<file path="src/rtl/three_to_eight_stream_decoder_if.sv">
// Stream bundle for the 3-to-8 decoder: code input stream, one-hot output
// stream, and the FIFO status / overflow control signals.
interface three_to_eight_stream_decoder_if;
    logic       in_valid;
    logic [2:0] in_code;
    logic       in_ready;
    logic       out_valid;
    logic [7:0] out_onehot;
    logic       out_ready;
    logic [2:0] level;
    logic       ovf;
    logic       clr_ovf;

    // Driving side: producer of codes and consumer of one-hot words.
    modport master (
        output in_valid, in_code, out_ready, clr_ovf,
        input  in_ready, out_valid, out_onehot, level, ovf
    );

    // Decoder side.
    modport slave (
        input  in_valid, in_code, out_ready, clr_ovf,
        output in_ready, out_valid, out_onehot, level, ovf
    );
endinterface

</file>
<file path="src/rtl/three_to_eight_stream_decoder.sv">
// 3-to-8 stream decoder: a 4-entry code FIFO feeding a registered one-hot
// output stage. in_ready is taken from the FIFO fill level alone, so a pop on
// the same edge never lets a full FIFO accept a new code.
module three_to_eight_stream_decoder (
    input  logic                                clk,
    input  logic                                rst,
    three_to_eight_stream_decoder_if.slave      bus
);
    localparam int DEPTH = 4;

    logic [2:0] mem [DEPTH];
    logic [1:0] wptr, rptr;
    logic [2:0] count;
    logic       out_valid_r;
    logic [7:0] out_onehot_r;
    logic       ovf_r;
    logic       push, pop;

    assign bus.in_ready   = (count < 3'(DEPTH));
    assign bus.level      = count;
    assign bus.out_valid  = out_valid_r;
    assign bus.out_onehot = out_onehot_r;
    assign bus.ovf        = ovf_r;

    // Push only when there is room; the output stage pulls the head whenever
    // it is empty or its current word is being taken.
    assign push = bus.in_valid && bus.in_ready;
    assign pop  = (count != 3'd0) && (!out_valid_r || bus.out_ready);

    // Code storage; contents are don't-care until written, so no reset.
    always_ff @(posedge clk) begin
        if (push) mem[wptr] <= bus.in_code;
    end

    // FIFO pointers (2-bit, wrap naturally) and occupancy count.
    always_ff @(posedge clk or posedge rst) begin
        if (rst) begin
            wptr  <= '0;
            rptr  <= '0;
            count <= '0;
        end else begin
            if (push) wptr <= wptr + 2'd1;
            if (pop)  rptr <= rptr + 2'd1;
            case ({push, pop})
                2'b10:   count <= count + 3'd1;
                2'b01:   count <= count - 3'd1;
                default: count <= count;
            endcase
        end
    end

    // Output register: load decoded head on pop, otherwise empty it after a
    // completed handshake; holds while the consumer stalls.
    always_ff @(posedge clk or posedge rst) begin
        if (rst) begin
            out_valid_r  <= 1'b0;
            out_onehot_r <= 8'h00;
        end else if (pop) begin
            out_valid_r  <= 1'b1;
            out_onehot_r <= 8'h80 >> mem[rptr];
        end else if (out_valid_r && bus.out_ready) begin
            out_valid_r  <= 1'b0;
            out_onehot_r <= 8'h00;
        end
    end

    // Sticky overflow: a new drop wins over a clear on the same edge.
    always_ff @(posedge clk or posedge rst) begin
        if (rst)                              ovf_r <= 1'b0;
        else if (bus.in_valid && !bus.in_ready) ovf_r <= 1'b1;
        else if (bus.clr_ovf)                 ovf_r <= 1'b0;
    end
endmodule

</file>
<file path="src/flat_wrapper.sv">
// flat-port wrapper written by rule: the top's interface ports become plain ports
module three_to_eight_stream_decoder_flat 
  (clk, rst, bus_in_valid, bus_in_code, bus_out_ready, bus_clr_ovf, bus_in_ready, bus_out_valid, bus_out_onehot, bus_level, bus_ovf);
  three_to_eight_stream_decoder_if bus_i ();
  input  logic clk;
  input  logic rst;
  input wire logic [$bits(bus_i.in_valid)-1:0] bus_in_valid;
  input wire logic [$bits(bus_i.in_code)-1:0] bus_in_code;
  input wire logic [$bits(bus_i.out_ready)-1:0] bus_out_ready;
  input wire logic [$bits(bus_i.clr_ovf)-1:0] bus_clr_ovf;
  output wire logic [$bits(bus_i.in_ready)-1:0] bus_in_ready;
  output wire logic [$bits(bus_i.out_valid)-1:0] bus_out_valid;
  output wire logic [$bits(bus_i.out_onehot)-1:0] bus_out_onehot;
  output wire logic [$bits(bus_i.level)-1:0] bus_level;
  output wire logic [$bits(bus_i.ovf)-1:0] bus_ovf;
  assign bus_i.in_valid = bus_in_valid;
  assign bus_i.in_code = bus_in_code;
  assign bus_i.out_ready = bus_out_ready;
  assign bus_i.clr_ovf = bus_clr_ovf;
  assign bus_in_ready = bus_i.in_ready;
  assign bus_out_valid = bus_i.out_valid;
  assign bus_out_onehot = bus_i.out_onehot;
  assign bus_level = bus_i.level;
  assign bus_ovf = bus_i.ovf;
  three_to_eight_stream_decoder u_core (.clk(clk), .rst(rst), .bus(bus_i));
endmodule
</file>
<file path="config.mk">
export PLATFORM = sky130hd
export DESIGN_NAME = three_to_eight_stream_decoder_flat
export DESIGN_NICKNAME = d
export VERILOG_FILES = /design/src/rtl/three_to_eight_stream_decoder_if.sv /design/src/rtl/three_to_eight_stream_decoder.sv /design/src/flat_wrapper.sv
export SDC_FILE = /design/constraint.sdc
export NUM_CORES = 1
export LEC_CHECK = 0
export CAP_MARGIN = 20
export CORE_UTILIZATION = 55
export CTS_CLUSTER_DIAMETER = 60
export DETAILED_ROUTE_END_ITERATION = 12
export PLACE_DENSITY = 0.83
export SLEW_MARGIN = 30
export SYNTH_ARGS = -nofsm -noshare
export SYNTH_HDL_FRONTEND = slang
export SYNTH_SLANG_ARGS = --single-unit
export TNS_END_PERCENT = 30
</file>
<file path="constraint.sdc">
create_clock -name clk -period 4.7 [get_ports clk]
set_clock_uncertainty 0.1 [all_clocks]
set_input_delay 1.175 -clock clk [delete_from_list [all_inputs] [get_ports clk]]
set_output_delay 1.175 -clock clk [all_outputs]
set_load 0.1 [all_outputs]
</file>
After elaboration in Yosys (flattened, before gate mapping). Memories as Yosys holds them, arrays and structs flattened. Index checks and enable logic that the tools add are counted.

Order comparisons: 1. Equal/unequal tests: 2. Reductions and logical operators: 11. Shift operators: 1. Multiplexer cells: 9. Add/subtract/negate cells: 4.

Operators with widths (number): $mux W8 (2); $shr A8 B3 Y8 const A (1); $mux W1 (6); $pmux W3 S2 (1); $reduce_bool A2 Y1 (3); $add A2 B1 Y2 const B (2); $logic_and A1 B1 Y1 (4); $add A3 B1 Y3 const B (1); $lt A3 B3 Y1 const B (1); $reduce_bool A3 Y1 (1); $sub A3 B1 Y3 const B (1); $eq A2 B1 Y1 const B (1); $eq A2 B2 Y1 const B (1); $logic_not A1 Y1 (2); $logic_or A1 B1 Y1 (1).

RAM bits: 12. Logic and storage cells: 35. Memories: 1. Output and inout port bits: 14. Bits of input ports: 8. Register bits after elaboration: 17.

Memory list: u_core.mem (depth 4, width 3, read ports 1, clocked after Yosys merged registers in 0, wr ports 1, RTL line three_to_eight_stream_decoder.sv:11) `logic [2:0] mem [DEPTH];`.

Depth between registers and ports, before layout. Gate-level depths: netlist of the first run.

Word-level depth: 5. Gate-level depth with buffers: 9. Depth with buffers taken out: 8.

Worst setup path before layout of the first run. Ideal clock, no wire load.

Path type: reg-to-output. Start point: register u_core.count[2] (netlist: u_core.bus.level[2]). End point: output port bus_in_ready. Cell stages (with the launch flop): 2. Arrival time: 1.655 ns. Path buffers: 0. Required time: 3.425 ns. Setup slack: 1.770 ns. Cell sequence: dfrtp_1 > inv_1.

Cells in the longest elaborated chain, start to end: 1.

Ends and longest elaborated chain: start, declared (RTL line three_to_eight_stream_decoder.sv:13) `logic [2:0] count;`; start signal, assigned (RTL line three_to_eight_stream_decoder.sv:45) `2'b10: count <= count + 3'd1;`; start signal, assigned (RTL line three_to_eight_stream_decoder.sv:46) `2'b01: count <= count - 3'd1;`; start signal, assigned (RTL line three_to_eight_stream_decoder.sv:47) `default: count <= count;`; $lt A3 B3 Y1 (RTL line three_to_eight_stream_decoder.sv:19) `assign bus.in_ready = (count < 3'(DEPTH));`; end, declared (RTL line flat_wrapper.sv:11) `output wire logic [$bits(bus_i.in_ready)-1:0] bus_in_ready;`.

No other way between the ends.

Final worst setup path of the first run. Same ends and word-level chain as after synthesis.

==> out/metrics.cfg, run 1 <==
[logic_synthesis]
yosys_register_bits=29
synth.net_count=104
postSynthCellCount=90
avgSynthCellArea_um2=14.1
netlist-cell-type-count=25
seq_area_frac_synth=0.619
netlist_area_um2=1270
synth_warnings=0

[detailed_routing]
via_per_inst=5.29
drtPass1Iterations=4
drt_iter0_markers=13
routed_wl_mm=2.07
routedWlPerCell_um=14.3
postRouteAntennaNets=0
route.detailed.drc=0
vias=767

[global_routing]
overflow=0
grt_first_pass_wirelength_mm=3.38
gr-usage-met2=0.324
gr-usage-all-layers=0.201
grt_max_degree=18
top_usage_layer=met2
grt_use_met3=0.0957
grt_use_met1=0.209
grt_pass1_vias=778
grt_antenna_before_repair=0

[placed_design]
dpl-instance-area_um2=1500
routabilityCongestion=0.797
dp_cells=137
hpwl_mm=1.53
port_buffers=21

[timing]
finalMaxSlewViolations=0
period_share=0.700
max-slew-margin-rel=0.351
tns_ns=0
setup_viol=0
holdWs_ns=0.399
period_needed_ns=3.29
timing_hold_violations_final=0
tightest_slew_ns=0.970
clock.fmax_ghz=0.304
rsz0062_at_grt=no

[clock_tree]
ctsLongestPathBuffers=2
cts.clk_slew.worst_paths_ns=0.09
cts_max_level=2
holdBufCountCts=0
post_cts_buffers=0
cts-root-buf=clkbuf_4
cts_tree=built
cts_buffers=5
cts_resized=0
clk_latency_ns=0.33
cts_sinks=29

[hold_path]
min_path_type=flop to flop

[die]
std_cell_rows=17
die_area_um2=2500
fp.dieH_um=50.0
start_util=0.579
io_pins=22
core_area_um2=2190
die-width_um=50.0

[run]
cap_violations=0

[worst_setup_path]
end_kind=output pin
critPathKind=flop to output pin
crit_path_cell_trace=inv_1 -> clkdlybuf4s50_1
critPathMaxFanout=6
path_buf_inv=2
max_stage_delay_ns=1.14
startpoint_type=flop
critPathSlowestCell=clkdlybuf4s50_1
crit_required_ns=3.42
critical-path-top-delay-family=buffers and inverters
cp_data_arrival_time_ns=2.02

[finish]
final_cell_mix=clkdlybuf4s50_1 (21), dfrtp_1 (17), edfxtp_1 (12)
nets=130
multi_input_area_um2=427
diodes=0
final_cells=145
fill_cells=152
final_cell_area_um2=1560
ff_latch_area_um2=786
syn2layout_area_growth_pct=22.8
final_common_cell=clkdlybuf4s50_1
drive_gt1_frac=0.0940

[run_status]
status=complete, no violations

logic make-up (layout without fill, tap and decap cells):
group	count (synthesis)	after routing	share of synthesized area
simple gates	21	21	0.0947
buf+inv	13	40	0.0444
compound gates	11	11	0.0740
fa+ha+maj	6	6	0.0651
mux	4	4	0.0611
xor+xnor	6	6	0.0414
flops	29	29	0.619
sequential cells by signal (all words and copies together) (netlist names):
name and count:
u_core.bus.level 3, u_core.bus.ovf 1, u_core.wptr 2, u_core.mem 12
u_core.bus.out_valid 1, u_core.rptr 2, u_core.bus.out_onehot 8
cell type report:
| type | instances | area share |
|---|---|---|
| clock buffers | 8 | 0.0378 |
| inverters | 11 | 0.0265 |
| multi-input cells | 48 | 0.274 |
| flip-flops and latches | 29 | 0.504 |
| well taps | 28 | 0.0225 |
| repair buffers | 21 | 0.135 |
final timing paths:
kind	start	endpoint	slack, ns	cells after the start
setup / recovery	u_core.bus.level[2]	bus_in_ready	1.41	2
hold / removal	u_core.bus.out_onehot[2]	u_core.bus.out_onehot[2]	0.40	1
setup reg to reg	u_core.bus.level[2]	u_core.bus.level[2]	2.53	8
hold reg to reg	u_core.bus.out_onehot[2]	u_core.bus.out_onehot[2]	0.40	1
max in group asynchronous	rst	u_core.bus.out_onehot[1]	2.95	2
min in group asynchronous	rst	u_core.wptr[1]	1.13	2
cell usage after synthesis, drive strengths merged:
| cell | number | area [µm²] |
|---|---|---|
| dfrtp | 17 | 425 |
| edfxtp | 12 | 360 |
| inv | 11 | 41.3 |
| ha | 5 | 62.6 |
| a32o | 4 | 40.0 |
| and2 | 4 | 25.0 |
| nand2 | 4 | 15.0 |
| xnor2 | 4 | 35.0 |
| mux4 | 3 | 67.6 |
| nand2b | 3 | 18.8 |
| nor2 | 3 | 11.3 |
| o21ai | 3 | 18.8 |
| o2bb2ai | 3 | 26.3 |
| nand3 | 2 | 10.0 |
| nor2b | 2 | 12.5 |
| nor3 | 2 | 21.3 |
| xor2 | 2 | 17.5 |
| a22o | 1 | 8.76 |
| buf | 1 | 11.3 |
| clkbuf | 1 | 3.75 |
| fa | 1 | 20.0 |
| mux2i | 1 | 10.0 |
| or3 | 1 | 6.26 |
stage by stage:
step            util  worst slack (ns)
3_5_place_dp   0.684              1.43
5_1_grt        0.711              1.34
4_1_cts        0.711              1.40
3_3_place_gp   0.684              1.55
2_1_floorplan      -              1.77
6_report       0.711              1.41
per-layer routing:
layer	up-vias	share of wire
met1	377	0.40
met5	-	0
met2	20	0.52
li1	364	-
met4	0	0.024
met3	6	0.058
Power of run 1 is not shown: default switching activity piles up to over one toggle a cycle in this logic, so the estimate is an artifact.
==> run 2, diff against run 1 <==
--- a/config.mk
+++ b/config.mk
@@ -6,10 +6,10 @@
 export NUM_CORES = 1
 export LEC_CHECK = 0
 export CAP_MARGIN = 20
-export CORE_UTILIZATION = 55
+export CORE_UTILIZATION = 51
 export CTS_CLUSTER_DIAMETER = 60
 export DETAILED_ROUTE_END_ITERATION = 12
-export PLACE_DENSITY = 0.83
+export PLACE_DENSITY = 0.77
 export SLEW_MARGIN = 30
 export SYNTH_ARGS = -nofsm -noshare
 export SYNTH_HDL_FRONTEND = slang
==> constraint.sdc (replaced) <==
create_clock -name clk -period 3.1 [get_ports clk]
set_clock_uncertainty 0.1 [all_clocks]
set_input_delay 0.775 -clock clk [delete_from_list [all_inputs] [get_ports clk]]
set_output_delay 0.775 -clock clk [all_outputs]
set_load 0.1 [all_outputs]
==> out/metrics.cfg, run 2 (synthesis results as in run 1) <==
[run_status]
status=complete, no violations

[clock_tree]
cts_tree=built
post_cts_buffers=0
cts_buffers=5
clk_latency_ns=0.31
ctsLongestPathBuffers=2
holdBufCountCts=0
cts.clk_slew.worst_paths_ns=0.09
cts-root-buf=clkbuf_4
cts_max_level=2
cts_resized=0
cts_sinks=29

[finish]
nets=131
final_core_util=0.672
largest_register_ff_count=12
final_cell_area_um2=1530
drive_gt1_frac=0.220
diodes=0
final_common_cell=dfrtp_1
regMostFlops=u_core.mem
final_cell_mix=dfrtp_1 (17), buf_4 (15), edfxtp_1 (12)
syn2layout_area_growth_pct=20.6

[timing]
period_share=0.813
finalMaxSlewViolations=0
clock.fmax_ghz=0.397
period_needed_ns=2.52
timing_hold_violations_final=0
tns_ns=0
max-slew-margin-rel=0.570
rsz0062_at_grt=no
tightest_slew_ns=0.645
setup_slack_ns=0.579
setup_viol=0

[detailed_routing]
routedWlPerCell_um=14.0
via_per_inst=5.18
drtPass1Iterations=4
routed_wl_mm=2.05
drt_iter0_markers=9
vias=756
route.detailed.drc=0
postRouteAntennaNets=0

[worst_setup_path]
startpoint_type=input pin
r2r_cells=8
end_kind=flop
r2r-end=u_core.bus.level[2]
reg2reg_slack_ns=0.89
cp_data_arrival_time_ns=2.67
critPathMaxFanout=3
crit_required_ns=3.25
critPathKind=input pin to flop
worstReg2RegStart=u_core.bus.level[2]

[hold_path]
min_path_type=flop to flop
min_from=u_core.bus.out_onehot[4]
whs_path_depth=1
hold-path-endpoint=u_core.bus.out_onehot[4]

[placed_design]
hpwl_mm=1.59
port_buffers=21
routabilityCongestion=0.720
dpl_worst_slack_ns=0.231
dpl-instance-area_um2=1470

[global_routing]
grt_antenna_before_repair=0
grt_max_degree=18
grt_first_pass_wirelength_mm=3.42
gr-usage-all-layers=0.188
overflow=0
grt_pass1_vias=783

[die]
core_area_um2=2280
fp.dieH_um=51.9
die_area_um2=2690
io_pins=22
start_util=0.557
std_cell_rows=17
die-width_um=51.9

[run]
cap_violations=0

-- run 2: cell count changes in the layout (fill, tap and decap cells not counted) --
cell,delta
buf_4,+15
clkdlybuf4s50_1,-14
-- run 2: layer usage --
metal	track usage	part of all wire	vias to the layer above
met5	0	0	-
met4	0.0766	0	0
met3	0.0906	0.036	0
met2	0.310	0.54	18
met1	0.205	0.43	370
li1	-	-	368
-- run 2: worst max-delay path by stage --
stage,start,to,slack [ns]
after detailed placement,bus_out_ready,u_core.bus.level[2],0.23
after floorplan,u_core.bus.level[2],u_core.bus.level[2],0.46
after global placement,bus_out_ready,u_core.bus.level[2],0.35
after CTS,bus_out_ready,u_core.bus.level[2],0.57
after global routing,bus_out_ready,u_core.bus.level[2],0.43
final,bus_out_ready,u_core.bus.level[2],0.58
-- run 2: through the flow --
step,instances,hold WS [ns]
after floorplan,90,0.406
after global placement,138,0.373
after detailed placement,138,0.378
after CTS,146,0.401
after global routing,146,0.433
final,146,0.398
-- run 2: area by class of cell --
type | count | area (µm²)
flip-flops and latches | 29 | 786
multi-input cells | 48 | 427
repair buffers | 22 | 183
inverters | 11 | 41.3
well taps | 28 | 35.0
fillers | 173 | 746
clock buffers | 8 | 58.8
-- run 2: worst max-delay path, cell delays in order --
cell and delay [ns]:
clkdlybuf4s50_1 0.48, nor2b_1 0.08, nor2_1 0.25, ha_1 0.24, inv_1 0.06, fa_1 0.39
xor2_1 0.16, nor2_1 0.12, xnor2_1 0.13
Power of run 2 is left out for the same reason.
==> run 3, diff against run 2 <==
==> constraint.sdc (replaced) <==
create_clock -name clk -period 2.6 [get_ports clk]
set_clock_uncertainty 0.1 [all_clocks]
set_input_delay 0.65 -clock clk [delete_from_list [all_inputs] [get_ports clk]]
set_output_delay 0.65 -clock clk [all_outputs]
set_load 0.1 [all_outputs]
==> out/metrics.cfg, run 3 (synthesis results as in run 1) <==
[worst_setup_path]
r2r_cells=9
path_common_cell=nor2_1
max_stage_delay_ns=0.47
crit_path_cell_trace=clkdlybuf4s50_1 -> nor2b_1 -> nor2_1 -> ha_1 -> inv_1 -> fa_1 -> xor2_1 -> nor2_1 -> xnor2_1
critPathKind=input pin to flop
critical-path-top-delay-family=adder cells
cp.depth=9
startpoint_type=input pin
critPathSlowestCell=clkdlybuf4s50_1
path_buf_inv=2
critPathMaxFanout=2
end_kind=flop
crit_required_ns=2.72
cp_data_arrival_time_ns=2.40

[global_routing]
grt_max_degree=18
grt_use_met1=0.206
top_usage_layer=met2
gr-usage-met2=0.303
grt_pass1_vias=771
grt_use_met3=0.0789
gr-usage-all-layers=0.188
grt_antenna_before_repair=0
grt_first_pass_wirelength_mm=3.37
overflow=0

[placed_design]
hpwl_mm=1.54
port_buffers=21
routabilityCongestion=0.716
dpl_worst_slack_ns=-0.0106
dp_cells=140

[clock_tree]
cts_tree=built
post_cts_buffers=0
cts_max_level=2
cts.clk_slew.worst_paths_ns=0.08
ctsLongestPathBuffers=2
clk_latency_ns=0.32
cts_sinks=29
holdBufCountCts=0
cts-root-buf=clkbuf_4
cts_buffers=5
cts_resized=0

[timing]
timing_hold_violations_final=0
rsz0062_at_grt=no
clock.fmax_ghz=0.440
setup_viol=0
finalMaxSlewViolations=0
max-slew-margin-rel=0.576
tightest_slew_ns=0.635
setup_slack_ns=0.326
holdWs_ns=0.397
period_share=0.875
period_needed_ns=2.27

[hold_path]
min_path_type=flop to flop
whs_path_depth=1

[finish]
largest_register_ff_count=12
drive_gt1_frac=0.250
regMostFlops=u_core.mem
nets=133
diodes=0
final_common_cell=buf_4
final_cell_mix=buf_4 (17), dfrtp_1 (15), edfxtp_1 (12)
syn2layout_area_growth_pct=21.3
fill_cells=175
ff_latch_area_um2=788
final_cells=148
multi_input_area_um2=427

[detailed_routing]
drt_iter0_markers=6
routed_wl_mm=1.96
postRouteAntennaNets=0
route.detailed.drc=0
drtPass1Iterations=6
vias=762
via_per_inst=5.15
routedWlPerCell_um=13.3

[run]
cap_violations=0

[die]
io_pins=22
die_area_um2=2690
core_area_um2=2280
die-width_um=51.9
fp.dieH_um=51.9
std_cell_rows=17
start_util=0.557

[run_status]
status=complete, no violations

==> run 3: per-stage QoR <==
step | cell area (µm²) | utilization | TNS [ns]
floorplan | 1270 | - | 0
global placement | 1490 | 0.654 | 0
detailed placement | 1490 | 0.654 | -0.0106
CTS | 1540 | 0.676 | 0
global route | 1540 | 0.676 | 0
finish | 1540 | 0.676 | 0
==> run 3: worst paths after layout <==
check,to,slack [ns],startpoint
max in group asynchronous,u_core.bus.level[0],1.34,rst
setup / recovery,u_core.bus.level[2],0.33,bus_out_ready
hold / removal,u_core.bus.out_onehot[5],0.40,u_core.bus.out_onehot[5]
min in group asynchronous,u_core.bus.out_onehot[2],0.61,rst
hold reg to reg,u_core.bus.out_onehot[5],0.40,u_core.bus.out_onehot[5]
setup reg to reg,u_core.bus.level[2],0.61,u_core.bus.level[2]
==> run 3: final cells by class <==
class,instances,area share
inverters,11,0.0268
repair buffers,24,0.128
clock buffers,7,0.0293
multi-input cells,48,0.277
well taps,28,0.0228
clock inverters,1,0.00325
flip-flops and latches,29,0.512
==> run 3: layer usage <==
metal	part of all wire	vias to the layer above
met1	0.42	364
met4	0.021	0
li1	-	375
met3	0.043	4
met5	0	-
met2	0.52	19
Power of run 3 is left out for the same reason.
